<file path="config.mk">
export PLATFORM = sky130hd
export DESIGN_NAME = usb_tx_packetizer
export DESIGN_NICKNAME = d
export VERILOG_FILES = /design/src/rtl/usb_tx_packetizer.sv
export SDC_FILE = /design/constraint.sdc
export NUM_CORES = 1
export LEC_CHECK = 0
export CAP_MARGIN = 10
export CORE_ASPECT_RATIO = 0.7
export CORE_UTILIZATION = 40
export CTS_CLUSTER_SIZE = 12
export DETAILED_ROUTE_END_ITERATION = 10
export DONT_BUFFER_PORTS = 1
export RECOVER_POWER = 100
export SLEW_MARGIN = 10
export SYNTH_ARGS = -nofsm -noshare
export SYNTH_HDL_FRONTEND = slang
export SYNTH_SLANG_ARGS = --single-unit
export TNS_END_PERCENT = 20
</file>
<file path="constraint.sdc">
create_clock -name clk -period 2.2 [get_ports clk]
set_clock_uncertainty 0.1 [all_clocks]
set_input_delay 0.11 -clock clk [delete_from_list [all_inputs] [get_ports clk]]
set_output_delay 0.11 -clock clk [all_outputs]
set_load 0.02 [all_outputs]
</file>
<file path="src/rtl/usb_tx_packetizer.sv">
module usb_tx_packetizer #(
  parameter int unsigned MAX_PAYLOAD = 64
) (
  input  logic       clk,
  input  logic       rst_n,
  input  logic       cmd_valid,
  output logic       cmd_ready,
  input  logic [3:0] cmd_pid,
  input  logic       cmd_zlp,
  input  logic [7:0] pl_data,
  input  logic       pl_valid,
  input  logic       pl_last,
  output logic       pl_ready,
  output logic [7:0] tx_data,
  output logic       tx_valid,
  input  logic       tx_ready,
  output logic       busy,
  output logic       err_pid,
`ifdef USB_TX_MAXLEN_EN
  output logic       err_overlen,
`endif
  output logic       err_underrun
);

  typedef enum logic [2:0] {
    S_IDLE,
    S_PID,
    S_DATA,
    S_CRC0,
    S_CRC1,
    S_FLUSH
  } state_t;

  state_t      r_state;
  state_t      w_next;
  logic [3:0]  r_pid;
  logic        r_is_data;
  logic        r_zlp;
  logic [15:0] r_crc;
  logic [15:0] w_crc_next;
  logic        r_err_pid;
  logic        r_err_underrun;
  logic        w_is_hs;
  logic        w_is_data;
  logic        w_len_hit;

`ifdef USB_TX_MAXLEN_EN
  logic [10:0] r_cnt;
  logic        r_overlen;
  logic        r_err_overlen;

  assign w_len_hit   = (r_cnt == 11'(MAX_PAYLOAD - 1)) && !pl_last;
  assign err_overlen = r_err_overlen;
`else
  assign w_len_hit = 1'b0;
`endif

  assign busy         = (r_state != S_IDLE);
  assign err_pid      = r_err_pid;
  assign err_underrun = r_err_underrun;

  always_comb begin
    w_is_hs   = 1'b0;
    w_is_data = 1'b0;
    case (cmd_pid)
      4'b0010, 4'b1010, 4'b1110, 4'b0110: w_is_hs   = 1'b1;
      4'b0011, 4'b1011, 4'b0111, 4'b1111: w_is_data = 1'b1;
      default: ;
    endcase
  end

  always_comb begin
    w_crc_next = r_crc;
    for (int unsigned i = 0; i < 8; i++) begin
      if (w_crc_next[0] ^ pl_data[i])
        w_crc_next = (w_crc_next >> 1) ^ 16'hA001;
      else
        w_crc_next = w_crc_next >> 1;
    end
  end

  always_comb begin
    w_next    = r_state;
    cmd_ready = 1'b0;
    pl_ready  = 1'b0;
    tx_valid  = 1'b0;
    tx_data   = '0;
    case (r_state)
      S_IDLE: begin
        cmd_ready = rst_n;
        if (cmd_valid && (w_is_hs || w_is_data))
          w_next = S_PID;
      end
      S_PID: begin
        tx_valid = 1'b1;
        tx_data  = {~r_pid, r_pid};
        if (tx_ready) begin
          if (!r_is_data)
            w_next = S_IDLE;
          else if (r_zlp)
            w_next = S_CRC0;
          else
            w_next = S_DATA;
        end
      end
      S_DATA: begin
        tx_valid = pl_valid;
        tx_data  = pl_data;
        pl_ready = tx_ready && pl_valid;
        if (!pl_valid)
          w_next = S_FLUSH;
        else if (tx_ready && (pl_last || w_len_hit))
          w_next = S_CRC0;
      end
      S_CRC0: begin
        tx_valid = 1'b1;
        tx_data  = ~r_crc[7:0];
        if (tx_ready)
          w_next = S_CRC1;
      end
      S_CRC1: begin
        tx_valid = 1'b1;
        tx_data  = ~r_crc[15:8];
        if (tx_ready) begin
`ifdef USB_TX_MAXLEN_EN
          w_next = r_overlen ? S_FLUSH : S_IDLE;
`else
          w_next = S_IDLE;
`endif
        end
      end
      S_FLUSH: begin
        pl_ready = 1'b1;
        if (pl_valid && pl_last)
          w_next = S_IDLE;
      end
      default: w_next = S_IDLE;
    endcase
  end

  always_ff @(posedge clk) begin
    if (!rst_n) begin
      r_state        <= S_IDLE;
      r_pid          <= '0;
      r_is_data      <= 1'b0;
      r_zlp          <= 1'b0;
      r_crc          <= '1;
      r_err_pid      <= 1'b0;
      r_err_underrun <= 1'b0;
`ifdef USB_TX_MAXLEN_EN
      r_cnt          <= '0;
      r_overlen      <= 1'b0;
      r_err_overlen  <= 1'b0;
`endif
    end else begin
      r_state        <= w_next;
      r_err_pid      <= 1'b0;
      r_err_underrun <= 1'b0;
`ifdef USB_TX_MAXLEN_EN
      r_err_overlen  <= 1'b0;
`endif
      case (r_state)
        S_IDLE: begin
          if (cmd_valid) begin
            if (w_is_hs || w_is_data) begin
              r_pid     <= cmd_pid;
              r_is_data <= w_is_data;
              r_zlp     <= cmd_zlp;
              r_crc     <= '1;
`ifdef USB_TX_MAXLEN_EN
              r_cnt     <= '0;
              r_overlen <= 1'b0;
`endif
            end else begin
              r_err_pid <= 1'b1;
            end
          end
        end
        S_DATA: begin
          if (!pl_valid) begin
            r_err_underrun <= 1'b1;
          end else if (tx_ready) begin
            r_crc <= w_crc_next;
`ifdef USB_TX_MAXLEN_EN
            r_cnt <= r_cnt + 11'd1;
            if (w_len_hit) begin
              r_overlen     <= 1'b1;
              r_err_overlen <= 1'b1;
            end
`endif
          end
        end
        default: ;
      endcase
    end
  end

endmodule
</file>
==> reports/results.txt <==
Outcome: complete, no violations
Max-slew violation count: 0
DP HPWL: 3090 µm
Crit end category: output port
Cell variety after synth: 36
TritonRoute pass-1 iters: 4
Slowest-stage cell, CP: or3b_2
Final worst slack: 0.126 ns
Crit path max-delay family: simple AND/OR/NAND/NOR gates
Endpoint, Worst Hold: r_state[2]$_SDFFE_PN0P_
Fin. Hold Viols: 0
Final ANT Viol Nets: 0
Top FF cell, synth: dfxtp_1
FF+latch count, synth: 27
Wire length per cell: 16.4 µm
Relative slew slack: 41.7%
Max stage delay on crit path: 0.58 ns
Min-delay src: pl_valid
Final Net Count: 233
Final WL: 4310 µm
Power per cell area: 594 nW/µm²
MaxCap Viol Count: 0
CP bufs+invs: 1
CP Launch Type: flip-flop
Share of layout cells above drive strength 1: 12.2%
FMAX: 482 MHz
Crit-path max FO: 9
TritonCTS clock tree: yes
Critical Path Source: r_state[1]$_SDFFE_PN0P_
YS warnings: 0
DR vias/cell: 5.68
Post-synth EDFFs: 0
Longest Clk Path Bufs: 2
Register area: 541 µm²
Die Height: 54.7 µm
DRC viols: 0
Clock Latency Late Sink: 0.28 ns
Syn Std Cell Area: 1590 µm²
CP arrival: 1.86 ns
Root Driver: clkbuf_8
Num CTS Buffers: 3
Die X: 77.2 µm
Core region area: 3650 µm²
Initial antenna violation count: 1
Port Buffers: 0
ANT cells: 0
R2R Setup Slk: 0.13 ns
Hold depth: 3
R2R cell count: 5
Largest vdd supply drop: 331 µV
Cell Count, Final, Fillers Out: 263
R2r endpoint: r_crc[0]$_SDFFE_PN1P_
Sequential-to-total area share from yosys stat: 34.1%
H-tree levels: 1
Placed insts: 251
Critical R2R Launch: r_crc[1]$_SDFFE_PN1P_
Dpl ws: 0.107 ns
Die Footprint: 4220 µm²
Syn Nets: 215
Total leakage power: 0.000740 µW
Vias in the first global route: 1336
Fin Setup TNS: 0 ns
Final setup viols: 0
Worst-Margin Slew: 0.871 ns
Crit share post-route: 94.3%
Cells after Synth: 196
Rows: 18
Hold Path Class: primary input to flip-flop
Req. time, crit path: 1.99 ns
Area occupied by multi-input gates: 968 µm²
Gr ovfl total: 0
Async SR Flop Fraction: 0%
First-pass GRT wire length: 6820 µm
Total power draw: 1090 µW
RSZ-0062 raised after global routing: false
Clk slew on worst S/H paths: 0.10 ns
Initial Util: 43.4%
Synthesis-to-layout area growth: 15.7%
Fillcell total: 366
Via count: 1494
# clock sinks: 27
Drt initial violations: 177
GRT Total Usage: 21.6%
Crit-path cells: or3b_2 -> nor2_1 -> nand2_2 -> o21ai_0 -> buf_4
Synth Area per Inst: 8.09 µm²
Setup CP Type: flip-flop to output port
GPL Wtd Cong: 0.832
IO Count: 33
Final Critical Period: 2.07 ns
Largest net degree at the start of global routing: 29
[timing repair]
action | 4_1_cts | 5_1_grt
setup endpoints to repair | 0 | 4
hold buffers | 8 | 0
endpoints found under the hold margin | 27 | 0
buffers inserted | 0 | 0
gates resized for setup | 0 | 3
[metrics by stage]
stage / hold slack [ns] / util [%] / cell area, µm²
5_1_grt: 0.0247 / 50.3 / 1830
6_report: 0.0165 / 50.3 / 1830
3_3_place_gp: 0.0777 / 47.4 / 1730
3_5_place_dp: 0.0795 / 47.4 / 1730
4_1_cts: 0.00996 / 50.9 / 1860
2_1_floorplan: 0.155 / - / 1590
[registers in the layout (all words and copies together), names as in the netlist]
register and flops:
r_crc 16, r_pid 4, r_state 3, err_pid 1
err_underrun 1, r_is_data 1, r_zlp 1
[how the worst max path moves through the flow]
stage	endpoint	slack (ns)	depth (start not counted)
after floorplan	r_crc[0]$_SDFFE_PN1P_	0.29	5
after global placement	r_crc[0]$_SDFFE_PN1P_	0.21	5
after detailed placement	r_crc[0]$_SDFFE_PN1P_	0.11	5
after CTS	pl_ready	0.03	5
after global routing	pl_ready	0.005	5
final	pl_ready	0.13	5
[area by class of cell]
type	count	share of cell area, %
inverters	8	1.64
clock buffers	3	2.25
well taps	50	3.41
multi-input cells	148	52.8
flip-flops and latches	27	29.5
clock inverters	1	0.273
repair buffers	26	10.2
[routing by layer]
layer / track usage [%] / up-vias / part of all wire (%)
met2: 32.2 / 49 / 45
li1: - / 712 / -
met1: 29.6 / 724 / 45
met3: 8.00 / 7 / 9.2
met5: 0 / - / 0.30
met4: 5.03 / 2 / 0.98
[cells by family after synthesis]
| logic type | after synthesis | share of synthesized area, % |
|---|---|---|
| compound gates | 54 | 21.1 |
| xor+xnor | 21 | 15.2 |
| buf+inv | 21 | 5.29 |
| flops | 27 | 34.1 |
| mux | 6 | 3.95 |
| simple gates | 67 | 20.4 |
[cell usage in the layout, fill, tap and decap left out, drive strengths merged, types with 7 or more instances in the layout]
cell         Yosys  layout
inv              8       8
a21oi           12      12
a21boi           7       7
buf              5       9
dfxtp           27      27
nand2           21      21
nor3             7       7
dlygate4sd3      0       8
o22ai           16      16
xnor2           12      12
o21ai           10      10
nor2            19      19
clkbuf           8      12
[cells in the mapped netlist (all sizes together) (3+ instances only)]
library cell	instances	share of area, %
a21oi	12	3.8
xor2	6	3.8
mux2i	4	2.5
dfxtp	27	34
nor3	7	2.5
inv	8	1.9
buf	5	1.5
and3	4	1.6
o21ai	10	3.2
nand2b	3	1.2
nor2b	4	1.6
xnor3	3	4.3
nor2	19	4.5
clkbuf	8	1.9
a21boi	7	3.3
o22ai	16	6.3
nand2	21	5.0
xnor2	12	7.1
[worst min-delay path, cell delays in order]
cell,delay (ns)
a21oi_1,0.05
mux2i_1,0.14
nor2b_1,0.07
[where the power goes]
part | leakage, µW | switching [µW] | total (µW) | internal, µW
clock network | 0.0000255 | 162 | 289 | 127
registers | 0.000219 | 9.56 | 509 | 500
logic | 0.000495 | 166 | 290 | 124
total | 0.000740 | 338 | 1090 | 751
(Power assumes the default switching activity.)
